==> config.mk <==
export PLATFORM = sky130hd
export DESIGN_NAME = qtree_mm_loader
export DESIGN_NICKNAME = d
export VERILOG_FILES = /design/src/rtl/qtree_mm_loader.sv
export SDC_FILE = /design/constraint.sdc
export NUM_CORES = 1
export LEC_CHECK = 0
export CORE_MARGIN = 4
export CORE_UTILIZATION = 55
export CTS_CLUSTER_DIAMETER = 50
export DETAILED_ROUTE_END_ITERATION = 8
export HOLD_SLACK_MARGIN = 0.06
export PLACE_DENSITY = 0.82
export SLEW_MARGIN = 20
export SYNTH_ARGS = -nofsm -noshare
export SYNTH_HDL_FRONTEND = slang
export SYNTH_SLANG_ARGS = --single-unit
==> constraint.sdc <==
create_clock -name clk_i -period 7.2 [get_ports clk_i]
set_clock_uncertainty 0.2 [all_clocks]
set_input_delay 2.16 -clock clk_i [delete_from_list [all_inputs] [get_ports clk_i]]
set_output_delay 2.16 -clock clk_i [all_outputs]
set_load 0.05 [all_outputs]
==> src/rtl/qtree_mm_loader.sv <==
// Quadtree management loader: packs D_CNT-1 keys per node and writes the node word to one tree stage.
// Optional address bounds checking is enabled by defining QTREE_LOADER_BOUNDS_CHECK_EN.
module qtree_mm_loader #(
    parameter int STAGES_CNT  = 5,
    parameter int KEY_WIDTH   = 16,
    parameter int D_CNT       = 4,
    parameter int NODE_WIDTH  = (D_CNT - 1) * KEY_WIDTH,
    parameter int ADDR_WIDTH  = (STAGES_CNT - 1) * 2,
    parameter int STAGE_WIDTH = (STAGES_CNT > 2) ? $clog2(STAGES_CNT) : 1
) (
    input  logic                   clk_i,
    input  logic                   rst_i,
    input  logic                   cmd_valid_i,
    output logic                   cmd_ready_o,
    input  logic [STAGE_WIDTH-1:0] cmd_stage_i,
    input  logic [ADDR_WIDTH-1:0]  cmd_addr_i,
    input  logic [KEY_WIDTH-1:0]   cmd_key_i,
    input  logic                   cmd_last_i,
    output logic [NODE_WIDTH-1:0]  mm_ram_data_o,
    output logic [ADDR_WIDTH-1:0]  mm_ram_addr_o,
    output logic [STAGES_CNT-1:0]  mm_ram_write_o,
    output logic                   node_done_o,
    output logic                   busy_o,
    output logic                   err_o,
    input  logic                   err_clr_i
);
    localparam int SLOTS = D_CNT - 1;
    localparam int CNT_W = $clog2(D_CNT) + 1;

    typedef enum logic [1:0] {
        ST_IDLE    = 2'd0,
        ST_COLLECT = 2'd1,
        ST_WRITE   = 2'd2,
        ST_DROP    = 2'd3
    } state_t;

    function automatic logic [ADDR_WIDTH-1:0] low_mask(input int bits);
        logic [ADDR_WIDTH-1:0] m;
        for (int i = 0; i < ADDR_WIDTH; i++) begin
            m[i] = (i < bits);
        end
        return m;
    endfunction

    // Stage g spans 2g address bits; stage 0 is special-cased by the caller.
    function automatic int stage_bits(input logic [STAGE_WIDTH-1:0] stage, input int stage0_bits);
        return (stage == {STAGE_WIDTH{1'b0}}) ? stage0_bits : 2 * int'(stage);
    endfunction

    state_t                  state_r, state_nxt_s;
    logic [CNT_W-1:0]        count_r, count_nxt_s, slot_s;
    logic [NODE_WIDTH-1:0]   buf_r, buf_nxt_s, word_s;
    logic [STAGE_WIDTH-1:0]  stage_r, stage_nxt_s, cur_stage_s;
    logic [ADDR_WIDTH-1:0]   addr_r, addr_nxt_s, cur_addr_s, wr_addr_s;
    logic                    accept_s, finish_s, ovf_s, stage_ok_s, addr_ok_s, issue_s, err_set_s;
    logic [STAGES_CNT-1:0]   strobe_s;

    logic                    ready_r, busy_r, done_r, err_r;
    logic [STAGES_CNT-1:0]   write_r;
    logic [NODE_WIDTH-1:0]   data_r;
    logic [ADDR_WIDTH-1:0]   mm_addr_r;

    assign accept_s = cmd_valid_i && ready_r;

    // Current node context and the node word with the incoming key merged into its slot.
    always_comb begin
        if (state_r == ST_IDLE) begin
            cur_stage_s = cmd_stage_i;
            cur_addr_s  = cmd_addr_i;
            slot_s      = {CNT_W{1'b0}};
            word_s      = {NODE_WIDTH{1'b1}};
        end else begin
            cur_stage_s = stage_r;
            cur_addr_s  = addr_r;
            slot_s      = count_r;
            word_s      = buf_r;
        end
        if (int'(slot_s) < SLOTS) begin
            word_s[int'(slot_s)*KEY_WIDTH +: KEY_WIDTH] = cmd_key_i;
        end else begin
            word_s = word_s;
        end
    end

    // Next-state logic for node collection.
    always_comb begin
        state_nxt_s = state_r;
        count_nxt_s = count_r;
        buf_nxt_s   = buf_r;
        stage_nxt_s = stage_r;
        addr_nxt_s  = addr_r;
        finish_s    = 1'b0;
        ovf_s       = 1'b0;
        case (state_r)
            ST_IDLE: begin
                if (accept_s) begin
                    stage_nxt_s = cmd_stage_i;
                    addr_nxt_s  = cmd_addr_i;
                    buf_nxt_s   = word_s;
                    count_nxt_s = CNT_W'(1);
                    finish_s    = cmd_last_i;
                    state_nxt_s = cmd_last_i ? ST_WRITE : ST_COLLECT;
                end else begin
                    state_nxt_s = ST_IDLE;
                end
            end
            ST_COLLECT: begin
                if (accept_s && (int'(count_r) >= SLOTS)) begin
                    ovf_s       = 1'b1;
                    count_nxt_s = {CNT_W{1'b0}};
                    state_nxt_s = cmd_last_i ? ST_IDLE : ST_DROP;
                end else if (accept_s) begin
                    buf_nxt_s   = word_s;
                    count_nxt_s = count_r + CNT_W'(1);
                    finish_s    = cmd_last_i;
                    state_nxt_s = cmd_last_i ? ST_WRITE : ST_COLLECT;
                end else begin
                    state_nxt_s = ST_COLLECT;
                end
            end
            ST_WRITE: begin
                count_nxt_s = {CNT_W{1'b0}};
                state_nxt_s = ST_IDLE;
            end
            ST_DROP: begin
                if (accept_s && cmd_last_i) begin
                    state_nxt_s = ST_IDLE;
                end else begin
                    state_nxt_s = ST_DROP;
                end
            end
            default: begin
                state_nxt_s = ST_IDLE;
            end
        endcase
    end

    // Node acceptance checks and the write strobe for a completed node.
    always_comb begin
        stage_ok_s = int'(cur_stage_s) < STAGES_CNT;
`ifdef QTREE_LOADER_BOUNDS_CHECK_EN
        addr_ok_s  = (cur_addr_s & ~low_mask(stage_bits(cur_stage_s, 0))) == {ADDR_WIDTH{1'b0}};
        wr_addr_s  = cur_addr_s;
`else
        addr_ok_s  = 1'b1;
        wr_addr_s  = cur_addr_s & low_mask(stage_bits(cur_stage_s, 1));
`endif
        issue_s    = finish_s && stage_ok_s && addr_ok_s;
        err_set_s  = ovf_s || (finish_s && !issue_s);
        if (issue_s) begin
            strobe_s = {{(STAGES_CNT-1){1'b0}}, 1'b1} << cur_stage_s;
        end else begin
            strobe_s = {STAGES_CNT{1'b0}};
        end
    end

    // FSM state and node context registers.
    always_ff @(posedge clk_i) begin
        if (rst_i) begin
            state_r <= ST_IDLE;
            count_r <= {CNT_W{1'b0}};
            buf_r   <= {NODE_WIDTH{1'b0}};
            stage_r <= {STAGE_WIDTH{1'b0}};
            addr_r  <= {ADDR_WIDTH{1'b0}};
        end else begin
            state_r <= state_nxt_s;
            count_r <= count_nxt_s;
            buf_r   <= buf_nxt_s;
            stage_r <= stage_nxt_s;
            addr_r  <= addr_nxt_s;
        end
    end

    // Registered outputs; data/address only move when a write is issued.
    always_ff @(posedge clk_i) begin
        if (rst_i) begin
            ready_r   <= 1'b1;
            busy_r    <= 1'b0;
            done_r    <= 1'b0;
            err_r     <= 1'b0;
            write_r   <= {STAGES_CNT{1'b0}};
            data_r    <= {NODE_WIDTH{1'b0}};
            mm_addr_r <= {ADDR_WIDTH{1'b0}};
        end else begin
            ready_r <= (state_nxt_s != ST_WRITE);
            busy_r  <= (state_nxt_s != ST_IDLE);
            done_r  <= issue_s;
            write_r <= strobe_s;
            if (issue_s) begin
                data_r    <= word_s;
                mm_addr_r <= wr_addr_s;
            end else begin
                data_r    <= data_r;
                mm_addr_r <= mm_addr_r;
            end
            if (err_set_s) begin
                err_r <= 1'b1;
            end else if (err_clr_i) begin
                err_r <= 1'b0;
            end else begin
                err_r <= err_r;
            end
        end
    end

    assign cmd_ready_o    = ready_r;
    assign busy_o         = busy_r;
    assign node_done_o    = done_r;
    assign err_o          = err_r;
    assign mm_ram_write_o = write_r;
    assign mm_ram_data_o  = data_r;
    assign mm_ram_addr_o  = mm_addr_r;

endmodule

==> summary.txt, run 1 <==
Status
  • Status: completed

CTS
  • PostCTS Resize Cnt: 0
  • H-Tree Depth: 4
  • CTS tree: built
  • Post-CTS Repair Setup Buffers: 0
  • Clock sink total: 129
  • Worst-Skew Late Latency: 520 ps
  • CTS Buf Count: 17
  • Clk root buf: clkbuf_8
  • Post-CTS Hold Buffers: 0
  • Clk pin slew, worst setup/hold paths: 60 ps
  • Clock Path Buffers: 2

STA
  • Worst slew pin tran: 1037 ps
  • Max_slew headroom: 30.88%
  • Min Clock Period, post-route: 4695 ps
  • Setup Viol. Count Final: 0
  • Setup tns final: 0 ps
  • Final Hold Fails: 0
  • RSZ-0062 raised after global routing: no
  • Tcrit/Tclk final: 65.21%
  • Fmax: 0.2130 GHz
  • Fin. max-slew vios: 0

Placed design
  • Routability cong.: 0.8225
  • Port buffer count: 96
  • Detailed Place HPWL: 10310 um
  • DP Area: 6739 um^2

Synthesis
  • Post-Syn Instances: 633
  • Multiplexer share of the synthesized area: 1.788%
  • Post-synthesis sequential area ratio: 44.45%
  • Flop and latch count out of synthesis: 129
  • Synth Area in XOR/XNOR: 0%
  • Mapped Avg Cell Area: 9.177 um^2
  • EDFF count, synth: 0
  • Adder-cell share of the synthesized area: 1.723%
  • Largest family of logic cells by synthesized area: compound AO/OA/AOI/OAI gates
  • Synth unique cells: 58
  • Compound-Gate Fraction of Synth Area: 36.23%
  • Asr flop ratio synth: 0%
  • Syn. warnings: 0
  • Cell Area, Synth: 5809 um^2
  • Syn nets: 673
  • Simple-Gate Fraction of Synth Area: 10.02%
  • Most used flip-flop cell after synthesis: dfxtp_1

GRT
  • Vias in the first global route: 5284
  • Gr usage total: 26.63%
  • Global route overflow: 0
  • Initial antenna violation count: 0
  • First-pass GRT wire length: 27150 um
  • Largest net degree at the start of global routing: 89

Setup path
  • Startpoint types: register
  • Crit-path cells: inv_1, ha_2, inv_2, nand2_1, ha_1, ha_1, nand4bb_1, o31ai_4, a21oi_1, a211oi_1
  • Worst Setup End Kind: register
  • Critical-path top delay cell: o31ai_4
  • Worst Path Required: 7420 ps
  • Most common cell on crit path: ha_1
  • WS Path Type: reg -> reg
  • Crit path buf inv count: 2
  • Crit path DAT: 4920 ps
  • CP Max Fanout: 50
  • Family with the most delay on the worst path: compound AO/OA/AOI/OAI gates
  • Max stage delay on crit path: 1060 ps

Layout
  • Post-route design area: 7357 um^2
  • Commonest non-fill, non-tap cell in the layout: dfxtp_1
  • Share of layout cells above drive strength 1: 14.43%
  • Most frequent cells in the layout: dfxtp_1, clkdlybuf4s50_1, o21ai_0
  • Sequential Area: 2582 um^2
  • Ant. Diodes: 0
  • Multi-input gate area: 2929 um^2
  • Filler instances: 757
  • Net count reported at finish: 734
  • Synthesis-to-layout area growth: 26.64%

Route
  • Vias per cell: 6.418
  • Final WL: 16460 um
  • Wirelength per Cell: 19.53 um
  • DR DRC count: 0
  • ANT nets after route: 0
  • 1st-pass router iterations: 6
  • DR vias: 5410
  • DRT iter0 DRCs: 514

Die
  • Initial core utilization: 56.27%
  • CORE AREA: 10320 um^2
  • Die height: 110.8 um
  • Horiz. Die Dim: 110.8 um
  • # rows: 37
  • IO Pins: 97
  • DIE AREA: 12270 um^2

Job
  • Max Cap Viol: 0

Hold path
  • Hold Crit Class: reg -> reg

Power and ir drop
  • P per Cell Area: 295.2 nW/um^2
  • Leakage power: 2.603 nW
  • Max VDD drop: 0.1625 mV
power by group:
part	leakage (nW)	switching [mW]	internal (mW)
registers	1.06	0.0398	0.781
clock network	0.295	0.353	0.540
logic	1.25	0.296	0.161
worst min-delay path: cells and delay by family (launching register included):
kind,cells,cell delay [ps]
DFF,1,310
AOI/OAI and AO/OA,1,50
and+or+nand+nor,1,50
kinds of logic after synthesis:
family / after synthesis
buffers and inverters: 74
multiplexers: 10
AO/OA/AOI/OAI: 286
flip-flops: 129
adder cells (fa/ha/maj): 8
AND/OR/NAND/NOR: 126
state kept, by name (all words and copies together), names as in the netlist:
register / count
state_r: 2
busy_o: 1
mm_ram_addr_o: 8
buf_r: 48
node_done_o: 1
mm_ram_data_o: 48
count_r: 3
stage_r: 3
addr_r: 8
cmd_ready_o: 1
mm_ram_write_o: 5
err_o: 1
final cells by class:
| cell class | instances | area share (%) |
|---|---|---|
| inverters | 12 | 0.6122 |
| repair buffers | 104 | 13.81 |
| clock inverters | 15 | 2.721 |
| well taps | 136 | 2.313 |
| multi-input cells | 430 | 39.81 |
| flip-flops and latches | 129 | 35.10 |
| clock buffers | 17 | 5.629 |
final timing paths:
| path | startpoint | to | slack (ps) | depth (start not counted) |
|---|---|---|---|---|
| worst max register to register | state_r[1] | buf_r[44] | 2500 | 10 |
| worst min-delay path | buf_r[10] | buf_r[10] | 250 | 2 |
| worst min register to register | buf_r[10] | buf_r[10] | 250 | 2 |
| worst max-delay path | state_r[1] | buf_r[44] | 2500 | 10 |
metrics by stage:
stage               hold slack [ps]  power [mW]  util, %  instances  setup WS [ps]
global route                  272.1       2.251    71.26        843           2270
detailed placement            242.8       1.284    65.28        811           2103
floorplan                     231.3       1.144        -        633           3543
global placement              237.1       1.270    65.28        811           2324
CTS                           252.2       2.171    71.23        843           2615
finish                        250.2       2.172    71.26        843           2505
cells in the mapped netlist, types with 8 or more instances:
master | number | share of area, %
dfxtp_1 | 129 | 44
o221a_2 | 16 | 3.1
nand2_1 | 59 | 3.8
a211oi_1 | 8 | 1.0
buf_2 | 14 | 1.2
inv_1 | 10 | 0.65
o2111ai_2 | 8 | 2.1
a211oi_2 | 11 | 2.4
o21ai_0 | 63 | 5.4
o22ai_1 | 18 | 1.9
nor2_1 | 36 | 2.3
a2bb2oi_1 | 16 | 2.4
o221ai_1 | 16 | 2.4
a21oi_1 | 45 | 3.9
ha_1 | 8 | 1.7
o211ai_1 | 37 | 4.8
clkbuf_1 | 41 | 2.6
o2111ai_1 | 8 | 1.2
a21oi_2 | 11 | 1.7
metal layers:
layer / global-route usage [%] / part of all wire (%) / vias up
li1: - / - / 2533
met1: 34.49 / 42 / 2581
met2: 43.57 / 47 / 251
met3: 5.950 / 7.3 / 45
met4: 9.770 / 3.0 / 0
met5: 0 / 0 / -
No activity file was read; power rests on OpenSTA's default activity.
==> run 2: changes to the inputs <==
--- a/config.mk
+++ b/config.mk
@@ -6,11 +6,11 @@
 export NUM_CORES = 1
 export LEC_CHECK = 0
 export CORE_MARGIN = 4
-export CORE_UTILIZATION = 55
+export CORE_UTILIZATION = 53
 export CTS_CLUSTER_DIAMETER = 50
 export DETAILED_ROUTE_END_ITERATION = 8
 export HOLD_SLACK_MARGIN = 0.06
-export PLACE_DENSITY = 0.82
+export PLACE_DENSITY = 0.8
 export SLEW_MARGIN = 20
 export SYNTH_ARGS = -nofsm -noshare
 export SYNTH_HDL_FRONTEND = slang
==> constraint.sdc (replaced) <==
create_clock -name clk_i -period 4.5 [get_ports clk_i]
set_clock_uncertainty 0.2 [all_clocks]
set_input_delay 1.35 -clock clk_i [delete_from_list [all_inputs] [get_ports clk_i]]
set_output_delay 1.35 -clock clk_i [all_outputs]
set_load 0.05 [all_outputs]
==> run 2 against run 1 <==
  * Flip-flop and latch count stayed put
  * Via count is 0.63% higher
  * Global-route usage is 0.48 points lower
  * Clock power is 56% higher
  * First-iteration DRC count is 9.3% higher
  * Sequential power is 60% higher
  * Final cell count is 0.47% higher
  * Total power is 59% higher
  * Register-to-register slack worse by 1600 ps
  * Wire length is 0.53% higher
  * Sequential share of layout area is 0.066 points lower
  * Hold slack better by 0.90 ps
  * Critical endpoint is now buf_r[41]
  * Largest power group unchanged
==> summary.txt, run 2 (synthesis gave the netlist of run 1 again) <==
Power and ir drop
  • Tot Pwr: 3.445 mW (+59%)
  • Reg power frac: 38.1% (+0.3 points)
  • Clock power frac: 40.4% (-0.7 points)
  • Sw Ratio: 31.39% (-0.34 points)
  • Internal: 2.364 mW (+59%)
  • Leakage power: 2.606 nW (+0.12%)
  • P per Cell Area: 467.4 nW/um^2 (+58%)
  • Max VDD drop: 0.2620 mV (+61%)
  • Part of the power in combinational logic: 21.4% (+0.3 points)
  • Sw Pwr: 1.082 mW (+57%)

Die
  • # rows: 37 (unchanged)
  • Die height: 112.7 um (+1.7%)
  • Initial core utilization: 55.28% (-0.99 points)
  • DIE AREA: 12700 um^2 (+3.5%)
  • Horiz. Die Dim: 112.7 um (+1.7%)
  • CORE AREA: 10510 um^2 (+1.8%)
  • IO Pins: 97 (unchanged)

GRT
  • Largest net degree at the start of global routing: 89 (unchanged)
  • GR Layer Usage met1: 33.13% (-1.4 points)
  • GR Layer Usage met2: 43.84% (+0.27 points)
  • Met3 usage: 5.722% (-0.23 points)
  • First-pass GRT wire length: 27360 um (+0.76%)
  • Grt peak-use layer: met2
  • Gr usage total: 26.15% (-0.48 points)
  • Vias in the first global route: 5431 (+2.8%)
  • Global route overflow: 0 (unchanged)
  • Initial antenna violation count: 0 (unchanged)

Setup path
  • Worst Path Required: 4720 ps (-2700 ps)
  • Most common cell on crit path: ha_1
  • CP Max Fanout: 18 (-64%)
  • Worst Setup End Kind: register
  • Startpoint types: register
  • R2r setup slk: 870 ps (-1640 ps)
  • Critical-path top delay cell: o31ai_4
  • Crit path buf inv count: 2 (unchanged)
  • Crit-path cells: inv_1, ha_2, inv_2, nand2_1, ha_1, ha_1, or3b_1, o31ai_4, a21oi_1, a211oi_1
  • WS Path Type: reg -> reg
  • Crit path DAT: 3860 ps (-1060 ps)
  • Family with the most delay on the worst path: compound AO/OA/AOI/OAI gates
  • Max stage delay on crit path: 850 ps (-210 ps)

Layout
  • Commonest non-fill, non-tap cell in the layout: dfxtp_1
  • Ant. Diodes: 0 (unchanged)
  • Most frequent cells in the layout: dfxtp_1, clkdlybuf4s50_1, o21ai_0
  • Filler instances: 801 (+5.8%)
  • Multi-input gate area: 2929 um^2 (unchanged)
  • Synthesis-to-layout area growth: 26.88%
  • Net count reported at finish: 738 (+0.54%)
  • Sequential Area: 2582 um^2 (unchanged)
  • Share of layout cells above drive strength 1: 14.77% (+0.34 points)

Placed design
  • Routability cong.: 0.8452 (+2.8%)
  • Detailed Place HPWL: 10810 um (+4.8%)
  • Port buffer count: 96 (unchanged)

CTS
  • H-Tree Depth: 4 (unchanged)
  • Post-CTS Repair Setup Buffers: 0 (unchanged)
  • Clock Path Buffers: 2 (unchanged)
  • Worst-Skew Late Latency: 520 ps (about the same)
  • CTS Buf Count: 17 (unchanged)
  • Post-CTS Hold Buffers: 0 (unchanged)
  • PostCTS Resize Cnt: 0 (unchanged)
  • Clk root buf: clkbuf_8
  • Clk pin slew, worst setup/hold paths: 60 ps (about the same)
  • CTS tree: built
  • Clock sink total: 129 (unchanged)

Hold path
  • Hold Crit Class: reg -> reg

Route
  • Wirelength per Cell: 19.54 um (about the same)
  • 1st-pass router iterations: 5 (-1)
  • Final WL: 16550 um (+0.53%)
  • DR vias: 5444 (+0.63%)
  • Vias per cell: 6.427 (+0.15%)
  • ANT nets after route: 0 (unchanged)
  • DRT iter0 DRCs: 562 (+9.3%)
  • DR DRC count: 0 (unchanged)

Job
  • Max Cap Viol: 0 (unchanged)

STA
  • Setup tns final: 0 ps (unchanged)
  • Worst slew pin tran: 944.3 ps (-92.53 ps)
  • Max_slew headroom: 37.05% (+6.2 points)
  • Fmax: 0.2752 GHz (+29%)
  • Tcrit/Tclk final: 80.76% (+16 points)
  • Fin. max-slew vios: 0 (unchanged)
  • RSZ-0062 raised after global routing: no
  • Setup Viol. Count Final: 0 (unchanged)
  • Final Hold Fails: 0 (unchanged)
  • Min Clock Period, post-route: 3634 ps (-1061 ps)

Status
  • Status: completed
-- run 2: cell types whose count changed in the layout (fill, tap and decap cells not counted), sizes merged --
cell,change
clkbuf,+1
clkinv,-1
clkinvlp,+2
buf,+4
inv,-2
-- run 2: metrics by stage --
step | area [um^2] | util, % | worst slack (ps) | hold WS [ps] | std cells
floorplan | 5809 | - | 1524 | 231.3 | 633
global placement | 6769 | 64.41 | 956.6 | 236.9 | 815
detailed placement | 6769 | 64.41 | 788.8 | 242.6 | 815
CTS | 7367 | 70.10 | 786.4 | 252.2 | 847
global route | 7371 | 70.14 | 644.3 | 278.2 | 847
finish | 7371 | 70.14 | 865.8 | 251.1 | 847
-- run 2: power groups by stage --
stage / Clock, mW / Sequential (mW) / Combinational, mW
2_1_floorplan: 0 / 1.48 / 0.345
3_3_place_gp: 0 / 1.33 / 0.708
3_5_place_dp: 0 / 1.34 / 0.728
4_1_cts: 1.40 / 1.31 / 0.733
5_1_grt: 1.45 / 1.32 / 0.789
6_report: 1.39 / 1.31 / 0.739
-- run 2: worst paths after layout --
path                    end        from  depth (start not counted)
setup / recovery  buf_r[41]  state_r[1]                         10
hold / removal     buf_r[2]    buf_r[2]                          2
setup reg to reg  buf_r[41]  state_r[1]                         10
hold reg to reg    buf_r[2]    buf_r[2]                          2
-- run 2: cell type report --
| type | instances | share of cell area [%] |
|---|---|---|
| flip-flops and latches | 129 | 35.04 |
| clock inverters | 14 | 2.444 |
| multi-input cells | 430 | 39.74 |
| well taps | 136 | 2.309 |
| repair buffers | 108 | 14.19 |
| clock buffers | 18 | 5.670 |
| inverters | 12 | 0.6111 |
-- run 2: worst register-to-register path, delay by kind of cell (launching register included) --
kind                     cells  cell delay (ps)
buffers and inverters        2              240
AND/OR/NAND/NOR              2              810
flip-flops                   1              360
AO/OA/AOI/OAI                3             1300
adder cells (fa/ha/maj)      3              640
-- run 2: routing by layer --
metal / vias to the layer above / routed length, um / share of wire [%]
met5: - / 0 / 0
met4: 0 / 409 / 2.5
met3: 38 / 1105 / 6.7
met2: 238 / 7997 / 48
met1: 2622 / 7039 / 43
li1: 2546 / - / -
